$ cat src/rtl/sysctrl_pkg.sv
// Shared types and default register map for the sysctrl boot master.
package sysctrl_pkg;

  typedef enum logic [3:0] {
    S_IDLE,
    S_POLL,
    S_GAP,
    S_WR_CLK,
    S_WR_TRAP,
    S_WR_IRQ,
    S_VFY_CLK,
    S_VFY_TRAP,
    S_VFY_IRQ,
    S_DONE,
    S_ERR
  } state_t;

  typedef enum logic [1:0] {
    ERR_NONE = 2'd0,
    ERR_PWR  = 2'd1,
    ERR_BUS  = 2'd2,
    ERR_VFY  = 2'd3
  } err_code_t;

  localparam logic [7:0] DEF_PWRGOOD  = 8'h00;
  localparam logic [7:0] DEF_CLK_OUT  = 8'h04;
  localparam logic [7:0] DEF_TRAP_OUT = 8'h08;
  localparam logic [7:0] DEF_IRQ_SRC  = 8'h0c;

  function automatic logic [31:0] reg_addr(input logic [31:0] base, input logic [7:0] ofs);
    return {base[31:8], ofs};
  endfunction

endpackage

$ cat src/rtl/sysctrl_boot_xfer.sv
// Single-transfer iomem engine: registers the request, waits for ready, and
// reports completion (ack) or a bus timeout (tmo) as one-cycle pulses.
module sysctrl_boot_xfer #(
  parameter logic [7:0] BUS_TMO = 8'd63
) (
  input  logic        clk,
  input  logic        resetn,
  input  logic        req,
  input  logic [31:0] addr,
  input  logic [3:0]  wstrb,
  input  logic [31:0] wdata,
  output logic        ack,
  output logic [31:0] rdata,
  output logic        tmo,
  output logic [31:0] iomem_addr,
  output logic        iomem_valid,
  output logic [3:0]  iomem_wstrb,
  output logic [31:0] iomem_wdata,
  input  logic [31:0] iomem_rdata,
  input  logic        iomem_ready
);

  logic [7:0] bus_cnt;

  always_ff @(posedge clk) begin
    if (!resetn) begin
      iomem_valid <= 1'b0;
      iomem_addr  <= '0;
      iomem_wstrb <= '0;
      iomem_wdata <= '0;
      rdata       <= '0;
      ack         <= 1'b0;
      tmo         <= 1'b0;
      bus_cnt     <= '0;
    end else begin
      ack <= 1'b0;
      tmo <= 1'b0;
      if (iomem_valid) begin
        if (iomem_ready) begin
          iomem_valid <= 1'b0;
          ack         <= 1'b1;
          rdata       <= iomem_rdata;
          bus_cnt     <= '0;
        end else if (({1'b0, bus_cnt} + 9'd1) >= {1'b0, BUS_TMO}) begin
          iomem_valid <= 1'b0;
          tmo         <= 1'b1;
          bus_cnt     <= '0;
        end else begin
          bus_cnt <= bus_cnt + 8'd1;
        end
      end else if (req && !ack && !tmo) begin
        // req is still asserted by the old state during the ack/tmo cycle
        iomem_valid <= 1'b1;
        iomem_addr  <= addr;
        iomem_wstrb <= wstrb;
        iomem_wdata <= wdata;
      end
    end
  end

endmodule

$ cat src/rtl/sysctrl_boot_master.sv
// Boot sequencer for the sysctrl block: polls PWRGOOD, writes the output
// configuration words, optionally verifies them (SYSCTRL_BOOT_VERIFY_EN).
module sysctrl_boot_master
  import sysctrl_pkg::*;
#(
  parameter logic [31:0] BASE_ADR   = 32'h2300_0000,
  parameter logic [7:0]  PWRGOOD    = DEF_PWRGOOD,
  parameter logic [7:0]  CLK_OUT    = DEF_CLK_OUT,
  parameter logic [7:0]  TRAP_OUT   = DEF_TRAP_OUT,
  parameter logic [7:0]  IRQ_SRC    = DEF_IRQ_SRC,
  parameter logic [3:0]  PWR_MASK   = 4'hF,
  parameter logic [1:0]  CLK_CFG    = 2'b00,
  parameter logic        TRAP_CFG   = 1'b0,
  parameter logic [1:0]  IRQ_CFG    = 2'b00,
  parameter logic [7:0]  POLL_MAX   = 8'd255,
  parameter logic [15:0] POLL_GAP   = 16'd1000,
  parameter logic [7:0]  BUS_TMO    = 8'd63,
  parameter logic        AUTO_START = 1'b1
) (
  input  logic        clk,
  input  logic        resetn,
  input  logic        start,
  output logic [31:0] iomem_addr,
  output logic        iomem_valid,
  output logic [3:0]  iomem_wstrb,
  output logic [31:0] iomem_wdata,
  input  logic [31:0] iomem_rdata,
  input  logic        iomem_ready,
  output logic        busy,
  output logic        done,
  output logic        error,
  output logic [1:0]  err_code
);

  state_t      state, next_state;
  err_code_t   fail_code;
  logic [7:0]  poll_cnt;
  logic [15:0] gap_cnt;
  logic        auto_armed;
  logic        go, rest, pwr_ok, poll_last;
  logic        xreq, xack, xtmo;
  logic [31:0] xaddr, xwdata, xrdata;
  logic [3:0]  xwstrb;
  logic        unused_rdata;

  assign unused_rdata = ^xrdata[31:4];

  sysctrl_boot_xfer #(.BUS_TMO(BUS_TMO)) u_xfer (
    .clk         (clk),
    .resetn      (resetn),
    .req         (xreq),
    .addr        (xaddr),
    .wstrb       (xwstrb),
    .wdata       (xwdata),
    .ack         (xack),
    .rdata       (xrdata),
    .tmo         (xtmo),
    .iomem_addr  (iomem_addr),
    .iomem_valid (iomem_valid),
    .iomem_wstrb (iomem_wstrb),
    .iomem_wdata (iomem_wdata),
    .iomem_rdata (iomem_rdata),
    .iomem_ready (iomem_ready)
  );

  assign rest      = (state == S_IDLE) || (state == S_DONE) || (state == S_ERR);
  assign go        = rest && (start || ((state == S_IDLE) && auto_armed && AUTO_START));
  assign pwr_ok    = ((xrdata[3:0] & PWR_MASK) == PWR_MASK);
  assign poll_last = ({1'b0, poll_cnt} + 9'd1) >= {1'b0, POLL_MAX};

  always_ff @(posedge clk) begin
    if (!resetn) state <= S_IDLE;
    else         state <= next_state;
  end

  always_comb begin
    next_state = state;
    fail_code  = ERR_NONE;
    if (xtmo) begin
      next_state = S_ERR;
      fail_code  = ERR_BUS;
    end else begin
      case (state)
        S_IDLE, S_DONE, S_ERR: if (go) next_state = S_POLL;
        S_POLL: if (xack) begin
          if (pwr_ok) next_state = S_WR_CLK;
          else if (poll_last) begin
            next_state = S_ERR;
            fail_code  = ERR_PWR;
          end else if (POLL_GAP == 16'd0) next_state = S_POLL;
          else next_state = S_GAP;
        end
        S_GAP:     if (({1'b0, gap_cnt} + 17'd1) >= {1'b0, POLL_GAP}) next_state = S_POLL;
        S_WR_CLK:  if (xack) next_state = S_WR_TRAP;
        S_WR_TRAP: if (xack) next_state = S_WR_IRQ;
`ifdef SYSCTRL_BOOT_VERIFY_EN
        S_WR_IRQ:  if (xack) next_state = S_VFY_CLK;
        S_VFY_CLK: if (xack) begin
          if (xrdata[1:0] != CLK_CFG) begin
            next_state = S_ERR;
            fail_code  = ERR_VFY;
          end else next_state = S_VFY_TRAP;
        end
        S_VFY_TRAP: if (xack) begin
          if (xrdata[0] != TRAP_CFG) begin
            next_state = S_ERR;
            fail_code  = ERR_VFY;
          end else next_state = S_VFY_IRQ;
        end
        S_VFY_IRQ: if (xack) begin
          if (xrdata[1:0] != IRQ_CFG) begin
            next_state = S_ERR;
            fail_code  = ERR_VFY;
          end else next_state = S_DONE;
        end
`else
        S_WR_IRQ:  if (xack) next_state = S_DONE;
`endif
        default: next_state = S_IDLE;
      endcase
    end
  end

  always_comb begin
    xreq   = 1'b0;
    xaddr  = '0;
    xwstrb = '0;
    xwdata = '0;
    case (state)
      S_POLL: begin
        xreq  = 1'b1;
        xaddr = reg_addr(BASE_ADR, PWRGOOD);
      end
      S_WR_CLK: begin
        xreq   = 1'b1;
        xaddr  = reg_addr(BASE_ADR, CLK_OUT);
        xwstrb = 4'h1;
        xwdata = {30'd0, CLK_CFG};
      end
      S_WR_TRAP: begin
        xreq   = 1'b1;
        xaddr  = reg_addr(BASE_ADR, TRAP_OUT);
        xwstrb = 4'h1;
        xwdata = {31'd0, TRAP_CFG};
      end
      S_WR_IRQ: begin
        xreq   = 1'b1;
        xaddr  = reg_addr(BASE_ADR, IRQ_SRC);
        xwstrb = 4'h1;
        xwdata = {30'd0, IRQ_CFG};
      end
      S_VFY_CLK: begin
        xreq  = 1'b1;
        xaddr = reg_addr(BASE_ADR, CLK_OUT);
      end
      S_VFY_TRAP: begin
        xreq  = 1'b1;
        xaddr = reg_addr(BASE_ADR, TRAP_OUT);
      end
      S_VFY_IRQ: begin
        xreq  = 1'b1;
        xaddr = reg_addr(BASE_ADR, IRQ_SRC);
      end
      default: ;
    endcase
  end

  // Status flags are registered from next_state so they change on the same edge as the FSM.
  always_ff @(posedge clk) begin
    if (!resetn) begin
      poll_cnt   <= '0;
      gap_cnt    <= '0;
      auto_armed <= 1'b1;
      busy       <= 1'b0;
      done       <= 1'b0;
      error      <= 1'b0;
      err_code   <= '0;
    end else begin
      auto_armed <= 1'b0;
      busy  <= !((next_state == S_IDLE) || (next_state == S_DONE) || (next_state == S_ERR));
      done  <= (next_state == S_DONE);
      error <= (next_state == S_ERR);
      if (go) err_code <= '0;
      else if ((next_state == S_ERR) && (state != S_ERR)) err_code <= fail_code;
      if (go) poll_cnt <= '0;
      else if ((state == S_POLL) && xack && !pwr_ok && (poll_cnt != 8'hFF))
        poll_cnt <= poll_cnt + 8'd1;
      if ((state == S_GAP) && (next_state == S_GAP)) gap_cnt <= gap_cnt + 16'd1;
      else gap_cnt <= '0;
    end
  end

endmodule

$ cat config.mk
export PLATFORM = sky130hd
export DESIGN_NAME = sysctrl_boot_master
export DESIGN_NICKNAME = d
export VERILOG_FILES = /design/src/rtl/sysctrl_pkg.sv /design/src/rtl/sysctrl_boot_xfer.sv /design/src/rtl/sysctrl_boot_master.sv
export SDC_FILE = /design/constraint.sdc
export NUM_CORES = 1
export LEC_CHECK = 0
export BUFFER_PORTS_ARGS = -buffer_cell sky130_fd_sc_hd__buf_2
export CAP_MARGIN = 10
export CORE_MARGIN = 2
export CORE_UTILIZATION = 51
export DETAILED_ROUTE_END_ITERATION = 16
export PLACE_DENSITY = 0.81
export SLEW_MARGIN = 0
export SYNTH_ARGS = -nofsm -noshare
export SYNTH_HDL_FRONTEND = slang
export SYNTH_SLANG_ARGS = --single-unit
$ cat constraint.sdc
create_clock -name clk -period 2.8 [get_ports clk]
set_input_delay 0.56 -clock clk [delete_from_list [all_inputs] [get_ports clk]]
set_output_delay 0.56 -clock clk [all_outputs]
set_load 0.01 [all_outputs]
# ---- After elaboration in Yosys (flattened, before gate mapping)
# Cells that the tools add are included.
dict set report classes {
  add_sub_neg 6
  magnitude_cmp 3
  n_eq_ne 16
  muxes 27
  bitwise 2
  n_reduce_logical 32
}
# op count
set ops {}
lappend ops {{one-hot mux 30 bit (4 select lines)} 1}
lappend ops {{two-way mux 4 bit} 9}
lappend ops {{equality test 4 bit (second input constant)} 6}
lappend ops {{one-hot mux 4 bit (6 select lines)} 1}
lappend ops {{adder 8 x 1 -> 9 bit (second input constant)} 2}
lappend ops {{adder 16 x 1 -> 17 bit (second input constant)} 1}
lappend ops {{>= comparator 17 x 10 -> 1 bit (second input constant)} 1}
lappend ops {{adder 16 x 1 -> 16 bit (second input constant)} 1}
lappend ops {{adder 8 x 1 -> 8 bit (second input constant)} 2}
lappend ops {{equality test 4 x 3 -> 1 bit (second input constant)} 4}
lappend ops {{two-way mux 8 bit} 2}
lappend ops {{two-way mux 1 bit} 13}
lappend ops {{equality test 4 x 2 -> 1 bit (second input constant)} 3}
lappend ops {{>= comparator 9 x 6 -> 1 bit (second input constant)} 1}
lappend ops {{>= comparator 9 x 8 -> 1 bit (second input constant)} 1}
lappend ops {{logical AND 1 bit} 9}
lappend ops {{OR reduction 3 bit} 3}
lappend ops {{logical NOT 4 bit} 2}
lappend ops {{inequality test 8 bit (second input constant)} 1}
lappend ops {{AND reduction 2 bit} 4}
lappend ops {{OR reduction 2 bit} 4}
lappend ops {{OR reduction 7 bit} 1}
lappend ops {{logical OR 1 bit} 5}
lappend ops {{equality test 4 x 1 -> 1 bit (second input constant)} 1}
lappend ops {{other kinds (4)} 8}
dict set report word_totals {
  register_bits 85
  input_bits 36
  output_inout_bits 74
  wordCells 101
}

# ---- Longest topological paths before layout
# Gate-level depths: netlist (run 1).
dict set report logic_depth {
  ltp_word 11
  mapped_depth 9
  ltp_nobuf 9
}

# ---- Modules after synthesis
# A second synthesis (run 1) with hierarchy kept.
dict set report unflattened {
  cells_unflattened 734
  hier_area_um2 6145.9
}
# mod instances cells_each area_per_inst_um2 seq_area_each_um2
set modules_own_cells {}
lappend modules_own_cells {sysctrl_boot_xfer 1 491 4161.5 2222.1}
lappend modules_own_cells {sysctrl_boot_master 1 243 1984.4 680.7}

# ---- Worst setup path after synthesis (run 1)
# Ideal clock, no wire load.
dict set report synth_timing {
  path_kind {flip-flop to flip-flop}
  start {reg gap_cnt[0]}
  end {reg gap_cnt[2]}
  setup_ps 79
  t_arrival_ps 2214
  t_required_ps 2721
  slack_ps 507
  stages_incl_launch_ff 10
  path_buffers 1
  period_less_slack_ps 2293
  path_cell_list {dfxtp_1 > ha_1 > nand3_1 > nor4_1 > mux2i_1 > o211ai_1 > o31ai_2 > a21oi_2 > buf_2 > nor3_1}
}
dict set report synth_between {
  elab_chain_cells 8
  word_cells_on_any_way 9
  classes_between {add/sub: 2; order compare: 1; eq/ne: 1; mux: 3; reduce/logical: 2}
}
# item line_no
set synth_lines {}
lappend synth_lines {{from (decl)} sysctrl_boot_master.sv:38} ;# logic [15:0] gap_cnt;
lappend synth_lines {{from (signal assigned)} sysctrl_boot_master.sv:188} ;# if ((state == S_GAP) && (next_state == S_GAP)) gap_cnt <= gap_cnt + 16'd1;
lappend synth_lines {{adder 16 x 1 -> 17 bit} sysctrl_boot_master.sv:93} ;# S_GAP: if (({1'b0, gap_cnt} + 17'd1) >= {1'b0, POLL_GAP}) next_state = S_POLL;
lappend synth_lines {{>= comparator 17 x 10 -> 1 bit} sysctrl_boot_master.sv:93}
lappend synth_lines {{two-way mux 4 bit} sysctrl_boot_master.sv:93}
lappend synth_lines {{one-hot mux 4 bit (6 select lines)} sysctrl_boot_master.sv:83} ;# case (state)
lappend synth_lines {{two-way mux 4 bit} sysctrl_boot_master.sv:79} ;# if (xtmo) begin
lappend synth_lines {{equality test 4 x 2 -> 1 bit} sysctrl_boot_master.sv:188}
lappend synth_lines {{logical AND 1 bit} sysctrl_boot_master.sv:188}
lappend synth_lines {{AND reduction 2 bit (no line)} n/a}
# Parallel ways exist; a longest one is shown, timed or not.
# A chain may end at the register's enable or synchronous reset.

# ---- Final worst setup path (run 1)
dict set report layout_timing {
  start {reg gap_cnt[0]}
  end {reg error}
}
dict set report layout_between {
  elab_chain_cells 6
}
# item line_no
set layout_lines {}
lappend layout_lines {{adder 16 x 1 -> 17 bit} sysctrl_boot_master.sv:93}
lappend layout_lines {{>= comparator 17 x 10 -> 1 bit} sysctrl_boot_master.sv:93}
lappend layout_lines {{two-way mux 4 bit} sysctrl_boot_master.sv:93}
lappend layout_lines {{one-hot mux 4 bit (6 select lines)} sysctrl_boot_master.sv:83}
lappend layout_lines {{two-way mux 4 bit} sysctrl_boot_master.sv:79}
lappend layout_lines {{equality test 4 bit} sysctrl_boot_master.sv:182} ;# error <= (next_state == S_ERR);
lappend layout_lines {{to (signal assigned)} sysctrl_boot_master.sv:182}
lappend layout_lines {{to (decl)} sysctrl_boot_master.sv:31} ;# output logic error,
# Every way passes these cells.

==> results_dict.tcl, run 1 <==
set metrics [dict create \
    cp_cell_sequence "ha_1 > nand3_2 > nor4_2 > mux2i_1 > o211ai_1 > o31ai_2 > a21oi_2 > nor3_1" \
    critical_path_class "flip-flop to flip-flop" \
    dpl.hpwl_mm 4.33 \
    synth.ff_latch_count 53 \
    synthesis.instances 402 \
    top_cell_family_by_delay_on_the_critical_path "simple AND/OR/NAND/NOR gates" \
    final.fill_count 578 \
    top_layer "met4" \
    routed-wl-met3_um 329 \
    post-synth-top-area-cell "sky130_fd_sc_hd__dfxtp_1" \
    synth_top_cells_by_area "sky130_fd_sc_hd__dfxtp_1, sky130_fd_sc_hd__buf_4, sky130_fd_sc_hd__nor3_1" \
    met2_length_mm 2.95 \
    drc 0 \
    final_nets 458 \
    run_status "finished, final reports clean" \
    power.total_uw 1480 \
    cp.buffers_inverters 0 \
    fin_worst_skew_ns 0.00903 \
    cpMaxStageDelayCell "sky130_fd_sc_hd__dfxtp_1" \
    drive_gt1_share_pct 11.3 \
    start_kind "flip-flop" \
    synth_seq_area_share_pct 32.5 \
    gr-total-overflow 0 \
    post_cts_buffers 0 \
    rsz0062_at_grt "false" \
    worst_path_largest_cell_delay_ns 0.46 \
    iteration_0_drc_markers 166 \
    postSynthAreaPerCell_um2 8.13 \
    p_leak_uw 0.00132 \
    mappedNetlistArea_um2 3270 \
    ctsHoldBuffers 0 \
    layout_min_cycle_time_ns 2.58 \
    root_buffer "sky130_fd_sc_hd__clkbuf_8" \
    worst_skew_pair_later_pin_latency_ns 0.30 \
    detail_route.wirelength.met1_mm 2.56 \
    die_x_um 84.1 \
    cts_sinks 53 \
    timing.final.setup_violations 0 \
    layout_setup_ws_ns 0.215 \
    place.port_buffers 19 \
    worst_rel_slew_slack_pct 62.7 \
    initial_core_util_pct 52.1 \
    drv.max_cap_violation_count 0 \
    synth.yosys.warnings 0 \
    cts.clk_slew.worst_paths_ns 0.08 \
    powerDensity_nw_per_um2 445 \
    area_after_detailed_placement_um2 3190 \
    finalSetupTns_ns 0 \
    route.final.wire_length_mm 5.93 \
    grt_first_pass_wirelength_mm 9.77 \
    timing.hold.worst.class "flip-flop to flip-flop" \
    numCtsBuffers 5 \
    via_count 2619 \
    postSynth.asyncResetShare_pct 0 \
    first_global_vias 2217 \
    cts-htree-levels 2 \
    drt.antenna.violating_nets 0 \
    cp_max_fo 13 \
    dieArea_um2 7070 \
    core_area_um2 6280 \
    cts-root-to-sink-buffers 2 \
    final_design_instance_area_without_fill_um2 3310 \
    clock.fmax_mhz 387 \
    dr.pass1.iters 4 \
    die-height_um 84.1 \
    synth-main-ff-cell "sky130_fd_sc_hd__dfxtp_1" \
    synth_cell_type_count 63 \
    place.gp.congestion 0.909 \
    synth-edff-count 0 \
    cp_data_arrival_time_ns 2.76 \
    floorplan.io_pins 110 \
    number_of_antenna_violations_at_the_first_check_in_global_routing 0 \
    worst_pin_slew_ns 0.559 \
    placementRows 29 \
    post_drt_wl_per_cell_um 12.0 \
    yosys.area.top_type_share_pct 32.5 \
    grt_max_degree 19 \
    viasPerCell 5.30 \
    place_ws_ns 0.251 \
    timing.final.max_slew_violations 0 \
    hold_viol_final 0 \
    layout_worst_path_cycle_share_pct 92.3 \
    tritoncts "yes" \
    worst-endpoint-required_ns 2.98 \
    global_route_total_usage_across_every_layer_pct 16.6 \
    max-vdd-ir-drop_v 0.000284 \
    worst_setup_path_end_kind "flip-flop" \
    diodes 0 \
    area.growth.synth_to_final_pct 1.38 \
]
==> metrics by stage <==
step                      util [%]  hold WS [ns]  instances
final                         52.8         0.461        494
after global routing          52.8         0.484        494
after CTS                     52.6         0.464        494
after detailed placement      50.8         0.446        486
after global placement        50.8         0.440        486
after floorplan                  -         0.432        469
==> cell families (layout without fill, tap and decap cells) <==
kind of cell	count (synthesis)	count (layout)	synth area share, %
AO/OA/AOI/OAI	69	69	15.0
XOR/XNOR	18	18	4.82
adder cells (fa/ha/maj)	6	6	2.30
buffers and inverters	99	47	19.1
flip-flops	53	53	32.5
multiplexers	4	4	1.26
other	1	68	0.115
AND/OR/NAND/NOR	152	152	25.0
==> routing by layer <==
metal | track usage (%) | vias to the layer above
li1 | - | 1303
met1 | 20.1 | 1207
met2 | 28.1 | 99
met3 | 3.07 | 10
met4 | 7.92 | 0
met5 | 0 | -
==> sequential cells by signal, indices dropped and copies added (netlist names) <==
name                flops
done                    1
u_xfer.iomem_wstrb      1
auto_armed              1
poll_cnt                8
u_xfer.bus_cnt          8
u_xfer.ack              1
err_code                2
u_xfer.iomem_addr       3
error                   1
busy                    1
state                   4
u_xfer.iomem_valid      1
u_xfer.rdata            4
gap_cnt                16
u_xfer.tmo              1
==> layout by cell type (no fill, tap or decap), types with 4 or more instances in the layout <==
cell type / count
sky130_fd_sc_hd__ha_1: 6
sky130_fd_sc_hd__conb_1: 68
sky130_fd_sc_hd__nor2_1: 30
sky130_fd_sc_hd__nor3b_1: 4
sky130_fd_sc_hd__nor3_1: 24
sky130_fd_sc_hd__xor2_1: 6
sky130_fd_sc_hd__nand2b_1: 5
sky130_fd_sc_hd__inv_1: 12
sky130_fd_sc_hd__o22ai_1: 6
sky130_fd_sc_hd__a21oi_1: 16
sky130_fd_sc_hd__nand3_1: 16
sky130_fd_sc_hd__nand4_1: 5
sky130_fd_sc_hd__nor2b_1: 4
sky130_fd_sc_hd__dfxtp_1: 53
sky130_fd_sc_hd__buf_2: 19
sky130_fd_sc_hd__buf_4: 6
sky130_fd_sc_hd__o211ai_1: 4
sky130_fd_sc_hd__a211oi_1: 4
sky130_fd_sc_hd__clkbuf_8: 6
sky130_fd_sc_hd__a31oi_1: 5
sky130_fd_sc_hd__nand2_1: 30
sky130_fd_sc_hd__o21ai_0: 7
sky130_fd_sc_hd__xnor2_1: 12
sky130_fd_sc_hd__and3_1: 4
sky130_fd_sc_hd__and2_1: 7
==> cells in the mapped netlist (all sizes together), types with 3 or more instances <==
master and number:
and2 7, nand4 6, nor2 30, a31oi 5, inv 13, and4 3, nor2b 4, nor4b 3
and3 4, mux2i 3, o211ai 4, a21oi 17, nand3 18, a211oi 5, nor3 24, buf 71
dfxtp 53, nand2b 5, xnor2 12, o21ai 7, xor2 6, nor3b 5, o22ai 6, a311oi 3
nor4 6, ha 6, nand2 30, clkbuf 14, o31ai 4
==> worst min-delay path: stages, from the launching register on <==
cell,delay (ns)
sky130_fd_sc_hd__dfxtp_1,0.32
sky130_fd_sc_hd__nand2_1,0.05
sky130_fd_sc_hd__a21oi_1,0.05
==> what timing repair did <==
| item | in CTS | in global routing |
|---|---|---|
| gates resized for setup | 0 | 2 |
| setup endpoints to repair | 0 | 3 |
| hold endpoints to repair | 0 | 0 |
==> where the power goes <==
group	switching, uW	leakage, uW	internal (uW)
clock network	237	0.0000585	292
registers	20.4	0.000431	772
logic	108	0.000831	46.6
total	366	0.00132	1110
==> path summary, 6_finish.rpt <==
path	startpoint	endpoint	slack, ns	depth (start not counted)
worst min-delay path	u_xfer.rdata[3]$_SDFFE_PN0P_	u_xfer.rdata[3]$_SDFFE_PN0P_	0.46	2
worst max-delay path	gap_cnt[0]$_SDFF_PN0_	error$_SDFF_PN0_	0.22	8
worst max register to register	gap_cnt[0]$_SDFF_PN0_	error$_SDFF_PN0_	0.22	8
worst min register to register	u_xfer.rdata[3]$_SDFFE_PN0P_	u_xfer.rdata[3]$_SDFFE_PN0P_	0.46	2
==> layout make-up <==
cell class	count	area [um2]	share of cell area, %
Sequential cell	53	1060	32.0
Tap cell	77	96.3	2.91
Timing Repair Buffer	25	140	4.23
Clock buffer	7	86.3	2.60
Multi-Input combinational cell	317	1850	55.8
Inverter	14	52.6	1.59
Clock inverter	1	30.0	0.906
(Power assumes the default switching activity.)
==> inputs of run 2 (changes only) <==
CORE_ASPECT_RATIO = 0.5   (was default)
CORE_UTILIZATION = 46   (was 51)
PLACE_DENSITY = 0.77   (was 0.81)
TNS_END_PERCENT = 10   (was default)
clock period = 2.2 ns   (was 2.8 ns; I/O delays follow)
==> run 2 against run 1 <==
Worst setup slack got worse by 0.20 ns; fmax grew 18%; non-clock buffer count up 42; worst hold slack got worse by 0.066 ns; critical endpoint is now err_code[0]$_SDFFE_PP0P_.
==> results_dict.tcl, run 2 (synthesis gave the netlist of run 1 again) <==
set metrics [dict create \
    layout_min_cycle_time_ns 2.18 \
    global_route_total_usage_across_every_layer_pct 17.4 \
    p_leak_uw 0.00158 \
    most_crowded_layer_after_global_routing "met2" \
    worst-endpoint-required_ns 2.39 \
    grtUsageMet1_pct 20.8 \
    max-vdd-ir-drop_v 0.000319 \
    final.fill_count 609 \
    area.growth.synth_to_final_pct 16.2 \
    placementRows 21 \
    dpl.hpwl_mm 4.65 \
    top_register "gap_cnt" \
    final_nets 500 \
    multi_input_comb_area_um2 1950 \
    first_global_vias 2577 \
    cp_max_fo 4 \
    groute.layer.met2.usage_pct 30.4 \
    worst_skew_pair_later_pin_latency_ns 0.29 \
    drt.antenna.violating_nets 0 \
    timing.final.max_slew_violations 0 \
    drv.max_cap_violation_count 0 \
    place.port_buffers 19 \
    gr-total-overflow 0 \
    hold_viol_final 0 \
    post_cts_buffers 0 \
    fin_worst_skew_ns 0.00909 \
    worst_setup_path_end_kind "flip-flop" \
    layout.cells.most_common "sky130_fd_sc_hd__conb_1" \
    hold_slack_ns 0.396 \
    timing.final.setup_violations 0 \
    rsz0062_at_grt "true" \
    grt_first_pass_wirelength_mm 11.1 \
    core_area_um2 6780 \
    cts_sinks 53 \
    floorplan.io_pins 110 \
    placed_cells 543 \
    dieArea_um2 7840 \
    largest_register_ff_count 16 \
    number_of_antenna_violations_at_the_first_check_in_global_routing 0 \
    run_status "finished, final reports clean" \
    final_non_filler_cells 551 \
    iteration_0_drc_markers 161 \
    route.final.wire_length_mm 6.57 \
    start_kind "flip-flop" \
    place.gp.congestion 0.924 \
    timing.hold.worst.class "input port to flip-flop" \
    grt.met3_usage_pct 3.53 \
    numCtsBuffers 5 \
    cts.clk_slew.worst_paths_ns 0.07 \
    tritoncts "yes" \
    layout_top_registers "gap_cnt (16), poll_cnt (8), u_xfer.bus_cnt (8)" \
    die_x_um 123 \
    cp_data_arrival_time_ns 2.38 \
    post_drt_wl_per_cell_um 11.9 \
    drc 0 \
    root_buffer "sky130_fd_sc_hd__clkbuf_16" \
    viasPerCell 5.11 \
    cts-htree-levels 2 \
    clock.fmax_mhz 458 \
    diodes 0 \
    dr.pass1.iters 4 \
    initial_core_util_pct 48.2 \
    critical_path_class "flip-flop to flip-flop" \
    layout_worst_path_cycle_share_pct 99.3 \
    final_cell_mix "sky130_fd_sc_hd__conb_1, sky130_fd_sc_hd__dfxtp_1, sky130_fd_sc_hd__buf_4" \
    powerDensity_nw_per_um2 533 \
    via_count 2815 \
    cts-root-to-sink-buffers 2 \
    grt_max_degree 19 \
    ff_latch_area_um2 1070 \
    die-height_um 63.6 \
    drive_gt1_share_pct 23.5 \
]
[run 2: cell count changes in the layout (fill, tap and decap cells not counted), sizes merged]
cell and delta:
inv +1, clkinv +1, bufinv -1, clkbuf -2, buf +42, clkinvlp +1
[run 2: per-stage QoR]
| step | worst slack (ns) | TNS, ns | utilization, % | area, um2 | total power (uW) |
|---|---|---|---|---|---|
| CTS | 0.00780 | 0 | 54.7 | 3710 | 2040 |
| global placement | -0.0489 | -0.0887 | 52.3 | 3550 | 1250 |
| finish | 0.0160 | 0 | 56.1 | 3800 | 2030 |
| floorplan | -0.00717 | -0.0430 | - | 3530 | 1260 |
| global route | -0.107 | -0.761 | 56.1 | 3800 | 2110 |
| detailed placement | -0.0617 | -0.227 | 52.3 | 3550 | 1250 |
[run 2: routing by layer]
layer  vias up  share of wire, %
li1       1396                 -
met1      1299                45
met2       102                47
met3        18               5.5
met4         0               2.8
met5         -                 0
[run 2: path summary, 6_finish.rpt]
| check | start | end | slack (ns) | depth (start not counted) |
|---|---|---|---|---|
| worst max-delay path | poll_cnt[1]$_SDFFE_PP0P_ | err_code[0]$_SDFFE_PP0P_ | 0.02 | 8 |
| worst min-delay path | iomem_rdata[3] | u_xfer.rdata[3]$_SDFFE_PN0P_ | 0.40 | 3 |
| worst max register to register | poll_cnt[1]$_SDFFE_PP0P_ | err_code[0]$_SDFFE_PP0P_ | 0.02 | 8 |
| worst min register to register | u_xfer.rdata[0]$_SDFFE_PN0P_ | u_xfer.rdata[0]$_SDFFE_PN0P_ | 0.45 | 2 |
[run 2: area by class of cell]
type / instances / area share (%)
multi-input cells: 317 / 51.2
flip-flops and latches: 53 / 28.1
repair buffers: 67 / 12.3
clock buffers: 5 / 3.29
well taps: 92 / 3.03
inverters: 14 / 1.38
clock inverters: 3 / 0.659
[run 2: repair_timing]
item / CTS / global route
pin swaps: 2 / 14
setup endpoints to repair: 11 / 21
gates resized for setup: 2 / 21
hold buffers: 0 / 0
[run 2: worst max-delay path, stage by stage, from the launching register on]
cell and delay (ns):
sky130_fd_sc_hd__dfxtp_2 0.37, sky130_fd_sc_hd__ha_2 0.23, sky130_fd_sc_hd__xor2_1 0.17, sky130_fd_sc_hd__o2111a_1 0.20, sky130_fd_sc_hd__o211ai_1 0.10, sky130_fd_sc_hd__a211o_1 0.33, sky130_fd_sc_hd__nor3b_4 0.16, sky130_fd_sc_hd__a311o_1 0.36
sky130_fd_sc_hd__a21o_1 0.17
[run 2: report_power, final]
group	internal [uW]	switching [uW]	total (uW)
Clock	428	362	790
Combinational	80.4	157	237
Sequential	982	18.0	1000
==> inputs of run 3 (changes only) <==
CORE_ASPECT_RATIO = 0.6   (was 0.5)
SLEW_MARGIN = default   (was 0)
==> run 3 against run 2 <==
Critical endpoint unchanged; sequential share of layout area up 0.068 points; the flow now finishes with violations (negative setup slack); worst setup slack worse by 0.025 ns; non-clock buffer count decreased by 4; sequential power about the same; largest power group unchanged; first-iteration DRC count rose by 6.8%; worst hold slack barely moved; clock skew fell by 0.0063 ns; clock power grew 2%.
==> results_dict.tcl, run 3 (synthesis gave the netlist of run 1 again) <==
set metrics [dict create \
    layout_worst_path_cycle_share_pct 100 \
    placementRows 23 \
    hold_viol_final 0 \
    crit_start "poll_cnt[1]$_SDFFE_PP0P_" \
    layout.cells.most_common "sky130_fd_sc_hd__conb_1" \
    worst_rel_slew_slack_pct 59.9 \
    drv.max_cap_violation_count 0 \
    worst_r2r_path_depth 9 \
    dpl.hpwl_mm 5.15 \
    route.final.wire_length_mm 7.23 \
    grt_max_degree 19 \
    diodes 0 \
    timing.final.max_slew_violations 0 \
    clock.fmax_mhz 453 \
    final_design_instance_area_without_fill_um2 3780 \
    root_buffer "sky130_fd_sc_hd__clkbuf_16" \
    cts-root-to-sink-buffers 2 \
    hold_slack_ns 0.396 \
    ctsHoldBuffers 0 \
    worst_setup_path_end_kind "flip-flop" \
    worst_skew_pair_later_pin_latency_ns 0.30 \
    via_count 2799 \
    cts_sinks 53 \
    dieArea_um2 7820 \
    critical_path_class "flip-flop to flip-flop" \
    drt.antenna.violating_nets 0 \
    largest_register_ff_count 16 \
    cp_max_fo 5 \
    iteration_0_drc_markers 172 \
    cp-endpoint "err_code[0]$_SDFFE_PP0P_" \
    fin_worst_skew_ns 0.00277 \
    global_route_total_usage_across_every_layer_pct 17.7 \
    timing.hold.worst.class "input port to flip-flop" \
    drive_gt1_share_pct 23.0 \
    start_kind "flip-flop" \
    place_ws_ns -0.0743 \
    place.gp.congestion 0.902 \
    hold_start "iomem_rdata[3]" \
    tritoncts "yes" \
    drc 0 \
    gr-total-overflow 0 \
    dr.pass1.iters 5 \
    reg2reg_to "err_code[0]$_SDFFE_PP0P_" \
    initial_core_util_pct 48.3 \
    die-height_um 69.3 \
    place.port_buffers 19 \
    numCtsBuffers 5 \
    cp_data_arrival_time_ns 2.41 \
    top_register "gap_cnt" \
    final_nets 497 \
    number_of_antenna_violations_at_the_first_check_in_global_routing 0 \
    die_x_um 113 \
    rsz0062_at_grt "true" \
    cts-htree-levels 2 \
    powerDensity_nw_per_um2 543 \
    floorplan.io_pins 110 \
    reg2reg_slack_ns -0.009 \
    p_leak_uw 0.00157 \
    layout_setup_ws_ns -0.00929 \
    final_cell_mix "sky130_fd_sc_hd__conb_1, sky130_fd_sc_hd__dfxtp_1, sky130_fd_sc_hd__buf_4" \
    power.total_uw 2050 \
    max-vdd-ir-drop_v 0.000353 \
    layout_min_cycle_time_ns 2.21 \
    post_drt_wl_per_cell_um 13.3 \
    final.fill_count 605 \
    grt_first_pass_wirelength_mm 11.4 \
    viasPerCell 5.15 \
    worst-endpoint-required_ns 2.40 \
    core_area_um2 6760 \
    worst_pin_slew_ns 0.586 \
    area_after_detailed_placement_um2 3500 \
    first_global_vias 2418 \
    run_status "finished with violations" \
    violations "negative setup slack" \
    origin_of_the_critical_flop_to_flop_path "poll_cnt[1]$_SDFFE_PP0P_" \
    cts.clk_slew.worst_paths_ns 0.07 \
    layout_top_registers "gap_cnt (16), poll_cnt (8), u_xfer.bus_cnt (8)" \
    timing.final.setup_violations 1 \
    area.growth.synth_to_final_pct 15.5 \
]
==> run 3: cell types whose count changed in the layout (fill, tap and decap cells not counted), sizes merged <==
cell,before,now
buf,67,63
clkinv,2,3
clkinvlp,1,0
nand3,18,19
==> run 3: worst max-delay path: stages (launching register included) <==
cell	delay, ns
sky130_fd_sc_hd__dfxtp_2	0.35
sky130_fd_sc_hd__ha_2	0.20
sky130_fd_sc_hd__buf_4	0.15
sky130_fd_sc_hd__a21bo_2	0.21
sky130_fd_sc_hd__nand2_1	0.08
sky130_fd_sc_hd__a311oi_2	0.10
sky130_fd_sc_hd__a211o_1	0.31
sky130_fd_sc_hd__nor3b_4	0.16
sky130_fd_sc_hd__a311o_1	0.37
sky130_fd_sc_hd__a21o_1	0.17
==> run 3: report_power, final <==
group / internal (uW) / switching, uW
Clock: 430 / 374
Sequential: 983 / 21.1
Combinational: 81.9 / 159
==> run 3: routing by layer <==
metal	routed length (um)	global-route usage, %	part of all wire [%]	vias to the layer above
met5	0	0	0	-
met4	80	6.37	1.1	0
met3	450	4.81	6.2	8
met2	3270	25.1	45	91
met1	3440	25.5	47	1311
li1	-	-	-	1389
==> run 3: worst min path at each step <==
stage / end / slack (ns) / depth (start not counted)
2_1_floorplan: u_xfer.rdata[2]$_SDFFE_PN0P_ / 0.43 / 2
3_3_place_gp: u_xfer.rdata[3]$_SDFFE_PN0P_ / 0.44 / 2
3_5_place_dp: u_xfer.rdata[3]$_SDFFE_PN0P_ / 0.45 / 2
4_1_cts: u_xfer.rdata[3]$_SDFFE_PN0P_ / 0.39 / 3
5_1_grt: u_xfer.rdata[3]$_SDFFE_PN0P_ / 0.41 / 3
6_report: u_xfer.rdata[3]$_SDFFE_PN0P_ / 0.40 / 3
==> run 3: layout make-up <==
type | count | area, um2 | area share (%)
multi-input combinational | 318 | 1960 | 51.9
clock buffer | 5 | 125 | 3.31
clock inverter | 3 | 26.3 | 0.696
timing repair buffer | 63 | 438 | 11.6
sequential | 53 | 1060 | 28.2
tap | 87 | 109 | 2.88
inverter | 14 | 52.6 | 1.39
==> run 3: through the flow <==
step,TNS (ns),instances,util [%]
floorplan,-0.0430,469,-
global placement,-0.0378,533,51.8
detailed placement,-0.331,533,51.8
CTS,0,541,54.4
global route,-1.78,543,55.9
finish,-0.00929,543,55.9
==> run 3: timing repair <==
| item | CTS | global route |
|---|---|---|
| endpoints found under the setup margin | 11 | 22 |
| pin swaps | 5 | 15 |
| cloned | 0 | 1 |
| resized for setup | 5 | 16 |
| setup buffers | 0 | 1 |
